### config.mk
export PLATFORM = sky130hd
export DESIGN_NAME = fifo_read_seq_flat
export DESIGN_NICKNAME = d
export VERILOG_FILES = /design/src/rtl/fifo_read_seq_if.sv /design/src/rtl/fifo_read_seq.sv /design/src/flat_wrapper.sv
export SDC_FILE = /design/constraint.sdc
export NUM_CORES = 1
export LEC_CHECK = 0
export ABC_AREA = 1
export BUFFER_PORTS_ARGS = -buffer_cell sky130_fd_sc_hd__clkbuf_2
export CAP_MARGIN = 0
export CORE_MARGIN = 2
export CORE_UTILIZATION = 40
export CTS_CLUSTER_DIAMETER = 80
export DETAILED_ROUTE_END_ITERATION = 12
export GPL_ROUTABILITY_DRIVEN = 0
export GPL_TIMING_DRIVEN = 0
export MAX_ROUTING_LAYER = met4
export PLACE_DENSITY_LB_ADDON = 0.08
export SLEW_MARGIN = 20
export SYNTH_ARGS = -nofsm -noshare
export SYNTH_HDL_FRONTEND = slang
export SYNTH_SLANG_ARGS = --single-unit
### constraint.sdc
create_clock -name i_clk -period 23.7 [get_ports i_clk]
set_input_delay 1.185 -clock i_clk [delete_from_list [all_inputs] [get_ports i_clk]]
set_output_delay 1.185 -clock i_clk [all_outputs]
set_load 0.02 [all_outputs]
### src/rtl/fifo_read_seq_if.sv
// Handshake bundle between fifo_read_seq and its command source, FIFO buffer and PE array.
// slave is the sequencer's view; master is the view of everything around it.
interface fifo_read_seq_if #(
  parameter int Size   = 12,
  parameter int DWd    = 16,
  parameter int InsNum = 16,
  parameter int RepWd  = 4,
  parameter int AWd    = $clog2(Size)
);
  logic                  i_cmd_valid;
  logic                  o_cmd_ready;
  logic [AWd-1:0]        i_cmd_len;
  logic [RepWd-1:0]      i_cmd_rep;
  logic [AWd-1:0]        i_cmd_pop;
  logic [AWd:0]          i_fifo_count;
  logic                  o_fifo_read;
  logic [AWd-1:0]        o_fifo_raddr;
  logic                  o_fifo_pop;
  logic                  o_fifo_lastpix;
  logic [InsNum*DWd-1:0] i_fifo_rdata;
  logic                  i_fifo_rvalid;
  logic [InsNum*DWd-1:0] o_data;
  logic                  o_valid;
  logic                  i_ready;
  logic                  o_last;
  logic                  o_done;

  modport slave (
    input  i_cmd_valid, i_cmd_len, i_cmd_rep, i_cmd_pop, i_fifo_count,
           i_fifo_rdata, i_fifo_rvalid, i_ready,
    output o_cmd_ready, o_fifo_read, o_fifo_raddr, o_fifo_pop, o_fifo_lastpix,
           o_data, o_valid, o_last, o_done
  );

  modport master (
    output i_cmd_valid, i_cmd_len, i_cmd_rep, i_cmd_pop, i_fifo_count,
           i_fifo_rdata, i_fifo_rvalid, i_ready,
    input  o_cmd_ready, o_fifo_read, o_fifo_raddr, o_fifo_pop, o_fifo_lastpix,
           o_data, o_valid, o_last, o_done
  );
endinterface

### src/rtl/fifo_read_seq.sv
// Read-side sequencer: replays a window of FIFO entries rep times into a 2-entry skid buffer,
// then pops. Optional stall counter output o_stall_cnt is enabled by FIFORDSEQ_PERF_EN.
module fifo_read_seq #(
  parameter int Size   = 12,
  parameter int DWd    = 16,
  parameter int InsNum = 16,
  parameter int RepWd  = 4,
  parameter int AWd    = $clog2(Size)
) (
  input  logic              i_clk,
  input  logic              i_rst,
  fifo_read_seq_if.slave    bus
`ifdef FIFORDSEQ_PERF_EN
  ,
  output logic [15:0]       o_stall_cnt
`endif
);
  localparam int DatW = InsNum * DWd;
  localparam logic [AWd:0] SizeW = Size[AWd:0];

  typedef enum logic [2:0] {S_IDLE, S_WAIT, S_READ, S_DRAIN, S_POP, S_DONE} state_e;

  function automatic logic [AWd-1:0] wrap_add(input logic [AWd-1:0] a, input logic [AWd-1:0] b);
    logic [AWd:0] s;
    s = {1'b0, a} + {1'b0, b};
    if (s >= SizeW) s = s - SizeW;
    return s[AWd-1:0];
  endfunction

  state_e           state_q, state_d;
  logic [AWd-1:0]   len_q, len_d, pop_len_q, pop_len_d, base_q, base_d;
  logic [AWd-1:0]   idx_q, idx_d, pop_cnt_q, pop_cnt_d;
  logic [RepWd-1:0] rep_q, rep_d, pass_q, pass_d;
  logic             infl_q, infl_d, infl_last_q, infl_last_d;
  logic [1:0]       cnt_q, cnt_d;
  logic             head_q, head_d, tail_q, tail_d;
  logic [DatW-1:0]  mem_q [2];
  logic             mem_last_q [2];

  logic             rd, lastpix, pop, done, take, push, room, end_pass, final_pass, valid;
  logic [2:0]       occ;

  assign valid      = (cnt_q != 2'd0);
  assign take       = valid && bus.i_ready;
  // Late returns from reads issued before a reset have no in-flight slot and are dropped.
  assign push       = bus.i_fifo_rvalid && infl_q;
  assign occ        = {1'b0, cnt_q} - {2'b00, take} + {2'b00, infl_q};
  assign room       = (occ < 3'd2);
  assign end_pass   = (idx_q == len_q - AWd'(1));
  assign final_pass = (pass_q == rep_q - RepWd'(1));

  always_comb begin
    state_d   = state_q;
    len_d     = len_q;
    rep_d     = rep_q;
    pop_len_d = pop_len_q;
    base_d    = base_q;
    idx_d     = idx_q;
    pass_d    = pass_q;
    pop_cnt_d = pop_cnt_q;
    rd        = 1'b0;
    lastpix   = 1'b0;
    pop       = 1'b0;
    done      = 1'b0;
    unique case (state_q)
      S_IDLE: begin
        if (bus.i_cmd_valid) begin
          len_d     = bus.i_cmd_len;
          rep_d     = (bus.i_cmd_rep == '0) ? RepWd'(1) : bus.i_cmd_rep;
          pop_len_d = bus.i_cmd_pop;
          state_d   = S_WAIT;
        end
      end
      S_WAIT: begin
        idx_d  = '0;
        pass_d = '0;
        if (bus.i_fifo_count >= {1'b0, len_q}) state_d = S_READ;
      end
      S_READ: begin
        if (room) begin
          rd = 1'b1;
          if (end_pass) begin
            lastpix = 1'b1;
            idx_d   = '0;
            if (final_pass) state_d = S_DRAIN;
            else            pass_d  = pass_q + RepWd'(1);
          end else begin
            idx_d = idx_q + AWd'(1);
          end
        end
      end
      S_DRAIN: begin
        if (cnt_q == 2'd0 && !infl_q) begin
          pop_cnt_d = '0;
          state_d   = (pop_len_q == '0) ? S_DONE : S_POP;
        end
      end
      S_POP: begin
        pop       = 1'b1;
        base_d    = wrap_add(base_q, AWd'(1));
        pop_cnt_d = pop_cnt_q + AWd'(1);
        if (pop_cnt_q == pop_len_q - AWd'(1)) state_d = S_DONE;
      end
      S_DONE: begin
        done    = 1'b1;
        state_d = S_IDLE;
      end
      default: state_d = S_IDLE;
    endcase
  end

  always_comb begin
    infl_d      = rd;
    infl_last_d = rd && end_pass && final_pass;
    cnt_d       = cnt_q + {1'b0, push} - {1'b0, take};
    head_d      = take ? ~head_q : head_q;
    tail_d      = push ? ~tail_q : tail_q;
  end

  always_ff @(posedge i_clk or posedge i_rst) begin
    if (i_rst) begin
      state_q     <= S_IDLE;
      len_q       <= '0;
      rep_q       <= '0;
      pop_len_q   <= '0;
      base_q      <= '0;
      idx_q       <= '0;
      pass_q      <= '0;
      pop_cnt_q   <= '0;
      infl_q      <= 1'b0;
      infl_last_q <= 1'b0;
      cnt_q       <= '0;
      head_q      <= 1'b0;
      tail_q      <= 1'b0;
    end else begin
      state_q     <= state_d;
      len_q       <= len_d;
      rep_q       <= rep_d;
      pop_len_q   <= pop_len_d;
      base_q      <= base_d;
      idx_q       <= idx_d;
      pass_q      <= pass_d;
      pop_cnt_q   <= pop_cnt_d;
      infl_q      <= infl_d;
      infl_last_q <= infl_last_d;
      cnt_q       <= cnt_d;
      head_q      <= head_d;
      tail_q      <= tail_d;
    end
  end

  // Skid buffer storage: read data lands here one cycle after the strobe.
  always_ff @(posedge i_clk) begin
    if (push) begin
      mem_q[tail_q]      <= bus.i_fifo_rdata;
      mem_last_q[tail_q] <= infl_last_q;
    end
  end

  assign bus.o_cmd_ready    = (state_q == S_IDLE);
  assign bus.o_fifo_read    = rd;
  assign bus.o_fifo_raddr   = wrap_add(base_q, idx_q);
  assign bus.o_fifo_pop     = pop;
  assign bus.o_fifo_lastpix = lastpix;
  assign bus.o_valid        = valid;
  assign bus.o_data         = valid ? mem_q[head_q] : '0;
  assign bus.o_last         = valid && mem_last_q[head_q];
  assign bus.o_done         = done;

`ifdef FIFORDSEQ_PERF_EN
  logic [15:0] stall_q, stall_d;

  always_comb begin
    stall_d = stall_q;
    if (state_q == S_IDLE && bus.i_cmd_valid)
      stall_d = '0;
    else if (((valid && !bus.i_ready) || state_q == S_WAIT) && stall_q != 16'hFFFF)
      stall_d = stall_q + 16'd1;
  end

  always_ff @(posedge i_clk or posedge i_rst) begin
    if (i_rst) stall_q <= '0;
    else       stall_q <= stall_d;
  end

  assign o_stall_cnt = stall_q;
`endif
endmodule

### src/flat_wrapper.sv
// flat-port wrapper written by rule: the top's interface ports become plain ports
module fifo_read_seq_flat 
#(
  parameter int Size   = 12,
  parameter int DWd    = 16,
  parameter int InsNum = 16,
  parameter int RepWd  = 4,
  parameter int AWd    = $clog2(Size)
)
  (i_clk, i_rst, bus_i_cmd_valid, bus_i_cmd_len, bus_i_cmd_rep, bus_i_cmd_pop, bus_i_fifo_count, bus_i_fifo_rdata, bus_i_fifo_rvalid, bus_i_ready, bus_o_cmd_ready, bus_o_fifo_read, bus_o_fifo_raddr, bus_o_fifo_pop, bus_o_fifo_lastpix, bus_o_data, bus_o_valid, bus_o_last, bus_o_done);
  fifo_read_seq_if #(.Size(Size), .DWd(DWd), .InsNum(InsNum), .RepWd(RepWd), .AWd(AWd)) bus_i ();
  input  logic i_clk;
  input  logic i_rst;
  input wire logic [$bits(bus_i.i_cmd_valid)-1:0] bus_i_cmd_valid;
  input wire logic [$bits(bus_i.i_cmd_len)-1:0] bus_i_cmd_len;
  input wire logic [$bits(bus_i.i_cmd_rep)-1:0] bus_i_cmd_rep;
  input wire logic [$bits(bus_i.i_cmd_pop)-1:0] bus_i_cmd_pop;
  input wire logic [$bits(bus_i.i_fifo_count)-1:0] bus_i_fifo_count;
  input wire logic [$bits(bus_i.i_fifo_rdata)-1:0] bus_i_fifo_rdata;
  input wire logic [$bits(bus_i.i_fifo_rvalid)-1:0] bus_i_fifo_rvalid;
  input wire logic [$bits(bus_i.i_ready)-1:0] bus_i_ready;
  output wire logic [$bits(bus_i.o_cmd_ready)-1:0] bus_o_cmd_ready;
  output wire logic [$bits(bus_i.o_fifo_read)-1:0] bus_o_fifo_read;
  output wire logic [$bits(bus_i.o_fifo_raddr)-1:0] bus_o_fifo_raddr;
  output wire logic [$bits(bus_i.o_fifo_pop)-1:0] bus_o_fifo_pop;
  output wire logic [$bits(bus_i.o_fifo_lastpix)-1:0] bus_o_fifo_lastpix;
  output wire logic [$bits(bus_i.o_data)-1:0] bus_o_data;
  output wire logic [$bits(bus_i.o_valid)-1:0] bus_o_valid;
  output wire logic [$bits(bus_i.o_last)-1:0] bus_o_last;
  output wire logic [$bits(bus_i.o_done)-1:0] bus_o_done;
  assign bus_i.i_cmd_valid = bus_i_cmd_valid;
  assign bus_i.i_cmd_len = bus_i_cmd_len;
  assign bus_i.i_cmd_rep = bus_i_cmd_rep;
  assign bus_i.i_cmd_pop = bus_i_cmd_pop;
  assign bus_i.i_fifo_count = bus_i_fifo_count;
  assign bus_i.i_fifo_rdata = bus_i_fifo_rdata;
  assign bus_i.i_fifo_rvalid = bus_i_fifo_rvalid;
  assign bus_i.i_ready = bus_i_ready;
  assign bus_o_cmd_ready = bus_i.o_cmd_ready;
  assign bus_o_fifo_read = bus_i.o_fifo_read;
  assign bus_o_fifo_raddr = bus_i.o_fifo_raddr;
  assign bus_o_fifo_pop = bus_i.o_fifo_pop;
  assign bus_o_fifo_lastpix = bus_i.o_fifo_lastpix;
  assign bus_o_data = bus_i.o_data;
  assign bus_o_valid = bus_i.o_valid;
  assign bus_o_last = bus_i.o_last;
  assign bus_o_done = bus_i.o_done;
  fifo_read_seq #(.Size(Size), .DWd(DWd), .InsNum(InsNum), .RepWd(RepWd), .AWd(AWd)) u_core (.i_clk(i_clk), .i_rst(i_rst), .bus(bus_i));
endmodule
# Word-level counts from Yosys, hierarchy flattened

Memories as Yosys holds them, arrays and structs flattened.
Cells that the tools add are included.

Register bits: 37
Memory bits (writable): 514
Input port bits: 278
Output and inout port bits: 267
Word-level logic and storage cells: 101
Memories: 2

Memories:

| name              | depth | width | read ports | clocked after Yosys merged registers in | wr ports | line                | RTL |
|---|---|---|---|---|---|---|---|
| u_core.mem_q      | 2     | 256   | 1          | 0                                       | 1        | fifo_read_seq.sv:37 | `logic [DatW-1:0] mem_q [2];` |
| u_core.mem_last_q | 2     | 1     | 1          | 0                                       | 1        | fifo_read_seq.sv:38 | `logic mem_last_q [2];` |

Add/sub/neg operators: 14
Order comparisons: 4
Eq/ne operators: 16
Multiplexer cells: 31
Bitwise logic cells: 2
Reductions and logical operators: 19

Operators with widths:

| operator                                                                | count |
|---|---|
| 256-bit two-way mux                                                     | 1 |
| 4-bit two-way mux                                                       | 9 |
| 4-bit case mux with 2 select lines                                      | 3 |
| 3-bit two-way mux                                                       | 7 |
| 3-bit case mux with 5 select lines                                      | 1 |
| 4-bit by 1-bit adder with 4-bit output, second input constant           | 3 |
| 4-bit == test                                                           | 3 |
| 2-bit by 1-bit inequality test with 1-bit output, second input constant | 6 |
| 4-bit by 1-bit subtractor with 4-bit output, second input constant      | 3 |
| 5-bit by 4-bit >= comparator with 1-bit output, second input constant   | 2 |
| 1-bit two-way mux                                                       | 10 |
| 4-bit zero test                                                         | 2 |
| 4-bit subtractor, second input constant                                 | 2 |
| 7-bit AND reduction                                                     | 1 |
| 3-bit by 2-bit == test with 1-bit output, second input constant         | 2 |
| 3-bit == test, second input constant                                    | 2 |
| 1-bit logical AND                                                       | 6 |
| 2-bit AND reduction                                                     | 3 |
| 2-bit nonzero test                                                      | 3 |
| 4-bit by 1-bit adder with 5-bit output, second input constant           | 1 |
| 4-bit by 4-bit adder with 5-bit output                                  | 1 |
| 5-bit by 4-bit >= comparator with 1-bit output                          | 1 |
| 2-bit inequality test, second input constant                            | 2 |
| 4-bit AND reduction                                                     | 1 |
| other kinds (10)                                                        | 11 |

# Longest topological paths before layout

Gate-level depths: netlist (run 1).

Depth in word-level cells: 9
Gate-level depth with buffers: 14
Gate-level depth less buffers: 14

# Worst setup path after synthesis (run 1)

Ideal clock, no wire load.

Path kind: input-to-reg
Start point: input bus_i_fifo_rvalid
End point: memory u_core.mem_last_q[0], enable pin
Setup time: 0.880 ns
Arrival: 11.932 ns
Required time: 22.820 ns
Slack: 10.888 ns
Stages on the path: 2
Buffers on the path: 0
Cells stage by stage: nand2_1 nor2_1

Cells in the longest elaborated chain, start to end: 3

Ends and longest elaborated chain:

| item                                    | line                 | RTL |
|---|---|---|
| start, declared                         | flat_wrapper.sv:20   | `input wire logic [$bits(bus_i.i_fifo_rvalid)-1:0] bus_i_fifo_rvalid;` |
| 1-bit logical AND                       | fifo_read_seq.sv:46  | `assign push = bus.i_fifo_rvalid && infl_q;` |
| 1-bit two-way mux                       | fifo_read_seq.sv:154 | `if (push) begin` |
| 1-bit two-way mux (not written as such) | fifo_read_seq.sv:156 | `mem_last_q[tail_q] <= infl_last_q;` |
| end, declared                           | fifo_read_seq.sv:38  |  |

No other way between the ends.

# Worst setup path in the final report (run 1)

Start point: register u_core.cnt_q[1]
End point: output bus_o_fifo_lastpix

Cells in the longest elaborated chain, start to end: 7

Ends and longest elaborated chain:

| item                                          | line                 | RTL |
|---|---|---|
| start, declared                               | fifo_read_seq.sv:35  | `logic [1:0] cnt_q, cnt_d;` |
| start signal, assigned                        | fifo_read_seq.sv:146 | `cnt_q <= cnt_d;` |
| 2-bit nonzero test                            | fifo_read_seq.sv:43  | `assign valid = (cnt_q != 2'd0);` |
| 1-bit logical AND                             | fifo_read_seq.sv:44  | `assign take = valid && bus.i_ready;` |
| via u_core.take                               | fifo_read_seq.sv:40  | `logic rd, lastpix, pop, done, take, push, room, end_pass, final_pass, valid;` |
| 2-bit by 1-bit subtractor with 3-bit output   | fifo_read_seq.sv:47  | `assign occ = {1'b0, cnt_q} - {2'b00, take} + {2'b00, infl_q};` |
| 3-bit by 1-bit adder with 3-bit output        | fifo_read_seq.sv:47  |  |
| 3-bit by 2-bit < comparator with 1-bit output | fifo_read_seq.sv:48  | `assign room = (occ < 3'd2);` |
| 1-bit two-way mux                             | fifo_read_seq.sv:80  | `if (room) begin` |
| 1-bit two-way mux                             | fifo_read_seq.sv:65  | `unique case (state_q)` |
| end, declared                                 | flat_wrapper.sv:26   | `output wire logic [$bits(bus_i.o_fifo_lastpix)-1:0] bus_o_fifo_lastpix;` |

The timed path passes the listed nets, and every way through them passes these cells.

==> results of run 1 <==
path summary, 6_finish.rpt:
| path | startpoint | end | slack [ns] | cells past startpoint |
|---|---|---|---|---|
| max | u_core.cnt_q[1] | bus_o_fifo_lastpix | 18.92 | 12 |
| min | u_core.infl_last_q | u_core.mem_last_q[0] | 0.45 | 0 |
| max reg2reg | u_core.cnt_q[1] | u_core.pass_q[3] | 20.57 | 14 |
| min reg2reg | u_core.infl_last_q | u_core.mem_last_q[0] | 0.45 | 0 |
| min in group asynchronous | i_rst | u_core.head_q | 0.55 | 2 |
| max in group asynchronous | i_rst | u_core.infl_q | 22.69 | 3 |
area by class of cell:
class | instances | area [sq um] | share of cell area
multi-input cells | 1010 | 4610 | 0.167
diodes | 21 | 52.6 | 0.00190
inverters | 66 | 248 | 0.00896
clock buffers | 72 | 1500 | 0.0544
plain buffers | 88 | 357 | 0.0129
flip-flops and latches | 551 | 16400 | 0.591
clock inverters | 33 | 244 | 0.00882
repair buffers | 572 | 3420 | 0.124
well taps | 696 | 871 | 0.0315
routing by layer:
layer / vias to the layer above / GRT usage / wire [um]
li1: 7280 / - / -
met1: 7216 / 0.253 / 23900
met2: 430 / 0.351 / 29700
met3: 117 / 0.0737 / 4970
met4: 0 / 0.0888 / 2230
met5: - / - / 0
cells in the mapped netlist, types with 11 or more instances:
cell type  instances
clkbuf_1          54
dfrtp_1           37
inv_1             62
nand2_1          589
a21oi_1          278
nor2_1            35
nand3_1           22
ha_1              21
xor2_1            11
buf_2             18
edfxtp_1         514
buf_1             15
registers in the layout (all words and copies together), names as in the netlist:
register / count
u_core.rep_q: 4
u_core.base_q: 4
u_core.state_q: 3
u_core.pass_q: 4
u_core.head_q: 1
u_core.tail_q: 1
u_core.pop_cnt_q: 4
u_core.len_q: 4
u_core.infl_q: 1
u_core.cnt_q: 2
u_core.pop_len_q: 4
u_core.mem_last_q: 2
u_core.infl_last_q: 1
u_core.idx_q: 4
u_core.mem_q: 512
cell families (layout without fill, tap and decap cells):
family,after synthesis,count (layout)
AND/OR/NAND/NOR,675,675
flip-flops,551,551
AO/OA/AOI/OAI,296,296
buffers and inverters,154,831
adder cells (fa/ha/maj),23,23
XOR/XNOR,16,16
other,0,21
worst max-delay path: stages, from the launching register on:
cell and delay [ns]:
dfrtp_1 0.47, nor2_4 0.24, inv_1 0.11, nand2_1 0.11
inv_1 0.07, ha_1 0.28, or2_2 0.30, fa_1 0.48
o21ai_1 0.06, a21oi_1 0.36, nand2_4 0.12, nor2_1 0.18
clkbuf_2 0.21
where the power goes:
| part | total, uW | switching (uW) | internal [uW] | leakage (uW) |
|---|---|---|---|---|
| registers | 1200 | 36.6 | 1160 | 0.00509 |
| logic | 1460 | 1050 | 411 | 0.00523 |
| clock network | 842 | 370 | 471 | 0.000841 |
| total | 3500 | 1460 | 2040 | 0.0112 |
per-stage QoR:
| stage | hold WS (ns) | utilization | total power [uW] | worst slack, ns |
|---|---|---|---|---|
| floorplan | 0.420 | - | 2130 | 10.89 |
| global placement | 0.456 | 0.469 | 2710 | 3.38 |
| detailed placement | 0.451 | 0.482 | 2700 | 19.06 |
| CTS | 0.461 | 0.515 | 3550 | 18.80 |
| global route | 0.463 | 0.516 | 3700 | 18.66 |
| finish | 0.455 | 0.516 | 3500 | 18.92 |
==> results.cfg, run 1 <==
[final_layout]
fill_cells = 4718
area_delta_synth_final_pct = 28.3
layout.cells.non_filler = 3109
final_cell_mix = 589 x nand2_1, 544 x clkbuf_2, 514 x edfxtp_1
nets = 2647
design_area_sq_mm = 0.0277
layout-drive-gt1-share = 0.288
layout_commonest_cell = nand2_1

[clocking]
insertion_delay_ns = 0.62
cts_max_level = 2
clockBufferDepth = 3
cts_buffers = 57
ctsHoldBuffers = 0
cts_resized = 0
cts_sinks = 551
cts_setup_buffers = 0
clkSlewWorstSetupHoldPaths_ns = 0.06
tritoncts = built
root_buffer = clkbuf_16

[floorplanning]
initial_core_util = 0.402
io_pins = 545
num_rows = 85
die-area_sq_mm = 0.0558
die_w_um = 236
die_h_um = 236
core_area_sq_mm = 0.0536

[routing]
viasPerCell = 4.84
drt_first_pass_iters = 5
via_count = 15043
wire_per_inst_um = 19.6
final_antenna_net_count = 0
routed_wl_mm = 60.8
first_iter_violations = 828
route.detailed.drc = 0

[global_routing]
grt_pass1_wl_mm = 88.9
grt_usage = 0.218
antenna_found_initial = 21
grt_max_degree = 25
grt_overflow = 0
grt_pass1_vias = 14841

[timing]
finalSetupTns_ns = 0
slew_viol_final = 0
setup_viol = 0
fin_skew_ns = 0.0151
finalCriticalPeriod_ns = 4.78
hold_violations = 0
timing.fmax_mhz = 209
rsz0062_at_grt = no
finalCritPeriodShare = 0.202
slew_headroom = 0.557
tightestPinTransition_ns = 0.665

[yosys]
yosys_warnings = 0
synth_enable_flop_cells = 514
syn-mean-instance-area_sq_um = 12.6
synth_seq_cells = 551
yosysTopAreaCell = edfxtp_1
synth-compound-area-share = 0.0693
post_synth_fa_ha_maj_area_fraction = 0.0140
synthTopCellsByArea = edfxtp_1 72%, nand2_1 10%, a21oi_1 6.5%
async_reset_ff_frac = 0.0672
ys_types = 35
synthXorXnorAreaFrac = 0.00650
synth.cell_area_sq_mm = 0.0216
synth_simple_gate_area_frac = 0.123
synth_mux_area_frac = 0
netlist.area_leader.share = 0.716
synthesis.instances = 1715
seq_area_frac_synth = 0.759
synth-main-ff-cell = edfxtp_1
synth_top_family_by_area = simple AND/OR/NAND/NOR gates
synth_nets = 2016

[power]
ir_drop_v = 0.0000699
cellPowerDensity_mw_per_mm2 = 127
p_leak_uw = 0.0112

[placed_design]
dp_hpwl_mm = 44.2
placed_area_sq_mm = 0.0259
dp_cells = 2983
numPortBuffers = 544

[status]
outcome = finished, final reports clean

[setup_path]
cp-start-kind = flip-flop
critical_path_peak_fanout = 7
arrival_ns = 3.60
criticalPathCategory = flip-flop to output port
crit_required_ns = 22.51
end_kind = output port

[flow_run]
cap_violations = 0

[worst_hold_path]
hold_path.class = flip-flop to flip-flop
No activity file was read; power rests on OpenSTA's default activity.
==> run 2: changes to the inputs <==
clock period = 4.3 ns   (was 23.7 ns; I/O delays follow)
==> results.cfg, run 2 (synthesis gave the netlist of run 1 again) <==
[clocking]
cts_setup_buffers = 0
clockBufferDepth = 3
cts_sinks = 551
cts_resized = 0
tritoncts = built
cts_buffers = 58
insertion_delay_ns = 0.61
root_buffer = clkbuf_16
cts_max_level = 2
ctsHoldBuffers = 271
clkSlewWorstSetupHoldPaths_ns = 0.06

[setup_path]
cp-start-kind = flip-flop
slowest_stage = fa_1
cpPeakStageDelay_ns = 0.48
cp_common_cell = inv_1
crit_family = simple AND/OR/NAND/NOR gates
cp_num_buf_inv = 3
end_kind = output port
path_cells = nor2_4 > inv_1 > nand2_1 > inv_1 > ha_1 > or2_2 > fa_1 > o21ai_1 > a21oi_1 > nand2_4 > nor2_1 > clkbuf_2
arrival_ns = 3.59
criticalPathCategory = flip-flop to output port
critical_path_peak_fanout = 7
crit_required_ns = 4.09

[final_layout]
layout_commonest_cell = nand2_1
layout-drive-gt1-share = 0.257
regMostFlops = u_core.mem_q
largest_reg_flops = 512
fill_cells = 4650
nets = 2916
final_cell_mix = 588 x nand2_1, 544 x clkbuf_2, 514 x edfxtp_1
area_delta_synth_final_pct = 40.1

[worst_hold_path]
hold_path.class = input port to flip-flop

[global_routing]
grt_max_degree = 27
grt_usage = 0.230
grt_pass1_wl_mm = 95.4
grt_pass1_vias = 16587
grt_overflow = 0
antenna_found_initial = 8

[routing]
met2_wirelength_mm = 30.6
wl_met3_mm = 4.22
viasPerCell = 4.80
first_iter_violations = 907
wire_per_inst_um = 18.8
final_antenna_net_count = 0
wirelength_met1_mm = 26.1
routed_wl_mm = 63.1
route.detailed.drc = 0
highest_layer = met4
via_count = 16133
drt_first_pass_iters = 5

[placed_design]
dp_hpwl_mm = 44.2
numPortBuffers = 544

[timing]
finalSetupTns_ns = 0
tightestPinTransition_ns = 0.761
slew_viol_final = 0
rsz0062_at_grt = no
hold_violations = 0
finalCriticalPeriod_ns = 3.81
setup_viol = 0
slew_headroom = 0.492
fin_skew_ns = 0.0259
timing.fmax_mhz = 263
worst_hold_slack_ns = 0.0612
finalCritPeriodShare = 0.885

[floorplanning]
io_pins = 545
die-area_sq_mm = 0.0558
die_w_um = 236
core_area_sq_mm = 0.0536
num_rows = 85
die_h_um = 236
initial_core_util = 0.402

[power]
ir_drop_v = 0.000370
power_uw = 19600
cellPowerDensity_mw_per_mm2 = 648
p_leak_uw = 0.0122

[status]
outcome = finished, final reports clean

[flow_run]
cap_violations = 0
-- run 2: final cells by class --
cell class                 instances  area, sq um  share of cell area
timing repair buffer             840         6000               0.199
buffer                            88          357              0.0118
sequential                       551        16400               0.542
inverter                          66          248             0.00820
tap                              696          871              0.0288
multi-input combinational       1010         4610               0.153
antenna                            9         22.5            0.000746
clock buffer                      72         1510              0.0501
clock inverter                    31          219             0.00725
-- run 2: routing by layer --
metal,vias up,track usage
met5,-,-
met4,0,0.0852
met3,114,0.0566
met2,478,0.374
met1,7750,0.278
li1,7791,-
-- run 2: path summary, 6_finish.rpt --
| check | depth (start not counted) | start | endpoint | slack, ns |
|---|---|---|---|---|
| worst max register to register | 11 | u_core.cnt_q[1] | u_core.infl_last_q | 1.20 |
| max in group asynchronous | 4 | i_rst | u_core.cnt_q[0] | 3.66 |
| worst min register to register | 0 | u_core.infl_last_q | u_core.mem_last_q[0] | 0.47 |
| worst min-delay path | 4 | bus_i_cmd_valid | u_core.len_q[3] | 0.06 |
| worst max-delay path | 12 | u_core.cnt_q[1] | bus_o_fifo_lastpix | 0.49 |
| min in group asynchronous | 3 | i_rst | u_core.base_q[0] | 0.16 |
-- run 2: power breakdown --
part	internal [uW]	leakage [uW]	switching, uW
sequential	6390	0.00509	201
clock	2650	0.000850	2020
combinational	2400	0.00631	5910
total	11400	0.0122	8130
-- run 2: worst register-to-register path, stage by stage (launching register included) --
cell,delay [ns]
dfrtp_1,0.46
nor2_4,0.23
inv_1,0.11
nand2_1,0.12
inv_1,0.08
ha_1,0.28
or2_2,0.30
fa_1,0.48
o21ai_1,0.06
a21oi_1,0.30
nand2_4,0.13
nor3_1,0.41
-- run 2: metrics by stage --
step	cell area [sq um]	util	cells	worst slack (ns)
finish	30200	0.563	3363	0.495
global route	30200	0.563	3362	0.278
CTS	30200	0.563	3354	0.371
detailed placement	25700	0.480	2980	1.02
global placement	25200	0.470	2955	-3.03
floorplan	21600	-	1715	-0.431
==> run 3: changes to the inputs <==
BUFFER_PORTS_ARGS = -buffer_cell sky130_fd_sc_hd__buf_4   (was -buffer_cell sky130_fd_sc_hd__clkbuf_2)
REMOVE_ABC_BUFFERS = 1   (was unset)
==> results.cfg, run 3 (synthesis gave the netlist of run 1 again) <==
[status]
outcome = finished, final reports clean

[timing]
rsz0062_at_grt = no
worst_hold_slack_ns = 0.105
hold_violations = 0
finalCritPeriodShare = 0.848
layout_setup_ws_ns = 0.652
slew_headroom = 0.458
tightestPinTransition_ns = 0.811
finalCriticalPeriod_ns = 3.65
timing.fmax_mhz = 274
fin_skew_ns = 0.0239
setup_viol = 0
slew_viol_final = 0

[power]
power.internal_uw = 12600
ir_drop_v = 0.000383
pwr-share-comb = 0.453
power_frac_clock = 0.223
power_frac_seq = 0.324
cellPowerDensity_mw_per_mm2 = 648
p_sw_uw = 8080
p_leak_uw = 0.0127
p_sw_frac = 0.392

[setup_path]
path_cells = nor2_4 > inv_1 > nand2_1 > inv_1 > ha_1 > or2_2 > fa_1 > o21ai_1 > a21oi_1 > nand2_4 > nor2_1 > buf_4
crit_required_ns = 4.09
criticalPathCategory = flip-flop to output port
r2r_start = u_core.cnt_q[1]
slowest_stage = fa_1
reg2reg_slack_ns = 1.42
setup.worst_path.start = u_core.cnt_q[1]
critical_path_peak_fanout = 5
cp_common_cell = inv_1
arrival_ns = 3.43
cp-start-kind = flip-flop
cpPeakStageDelay_ns = 0.48
end_kind = output port

[global_routing]
antenna_found_initial = 12
grt_pass1_vias = 16093
grt_overflow = 0
grt_max_degree = 61
grt_usage = 0.222
grt_pass1_wl_mm = 92.7

[final_layout]
postLayoutCoreUtil = 0.594
design_area_sq_mm = 0.0318
regMostFlops = u_core.mem_q
layout-drive-gt1-share = 0.265
final_cell_mix = 589 x nand2_1, 545 x buf_4, 514 x edfxtp_1
area_delta_synth_final_pct = 47.7
layout_commonest_cell = nand2_1
nets = 2852
largest_reg_flops = 512
seqCellArea_sq_mm = 0.0164
multiInputGateArea_sq_mm = 0.00461
fill_cells = 4327

[routing]
routed_wl_mm = 61.6
wire_per_inst_um = 18.7
final_antenna_net_count = 0
viasPerCell = 4.78
drt_first_pass_iters = 5
route.detailed.drc = 0
first_iter_violations = 858
via_count = 15782

[floorplanning]
die_h_um = 236
die-area_sq_mm = 0.0558
num_rows = 85
core_area_sq_mm = 0.0536
io_pins = 545
die_w_um = 236
initial_core_util = 0.402

[clocking]
clockBufferDepth = 3
clkSlewWorstSetupHoldPaths_ns = 0.05
insertion_delay_ns = 0.62
root_buffer = clkbuf_16
cts_buffers = 59
tritoncts = built
cts_resized = 0
cts_max_level = 2
cts_sinks = 551

[worst_hold_path]
hp-start = bus_i_fifo_rvalid
hold_path.class = input port to flip-flop

[placed_design]
numPortBuffers = 544
dp_hpwl_mm = 41.8
post-place-ws_ns = 0.635
placed_area_sq_mm = 0.0274

[flow_run]
cap_violations = 0
run 3: critical path, delay by kind of cell (launching register included):
kind                       cells  cell delay [ns]
buffers and inverters          3             0.37
adders and majority gates      2             0.75
DFF                            1             0.46
AOI/OAI and AO/OA              2             0.30
and+or+nand+nor                5             0.94
run 3: per-layer routing:
layer	up-vias	global-route usage	share of wire
met3	101	0.0590	0.065
met4	0	0.0823	0.033
met5	-	-	0
li1	7647	-	-
met2	403	0.376	0.51
met1	7631	0.254	0.39
run 3: power groups by stage:
stage	Clock [uW]	Sequential [uW]	Combinational (uW)
finish	4600	6680	9350
global route	4930	6730	10100
CTS	4710	6680	9480
global placement	0	7250	6830
floorplan	0	7070	4830
detailed placement	0	6790	9210
run 3: what timing repair did:
item	4_1_cts	5_1_grt
endpoints found under the setup margin	1	0
buffers inserted	1	0
hold buffers	271	0
endpoints found under the hold margin	562	0
run 3: stage by stage:
stage | TNS (ns) | std cells | power (uW)
CTS | 0 | 3289 | 20900
floorplan | -5602.23 | 1627 | 11900
detailed placement | 0 | 2914 | 16000
global placement | - | 2867 | 14100
global route | 0 | 3301 | 21700
finish | 0 | 3301 | 20600
run 3: worst paths after layout:
check,to,depth (start not counted)
min in group asynchronous,u_core.rep_q[1],3
setup / recovery,bus_o_fifo_lastpix,12
hold reg to reg,u_core.mem_last_q[1],0
max in group asynchronous,u_core.len_q[0],4
hold / removal,u_core.tail_q,3
setup reg to reg,u_core.pass_q[3],14
run 3: layout make-up:
type,count,share of cell area
diodes,12,0.000943
clock buffers,71,0.0485
clock inverters,32,0.00562
inverters,66,0.00794
multi-input cells,1010,0.145
flip-flops and latches,551,0.514
well taps,696,0.0274
repair buffers,863,0.251
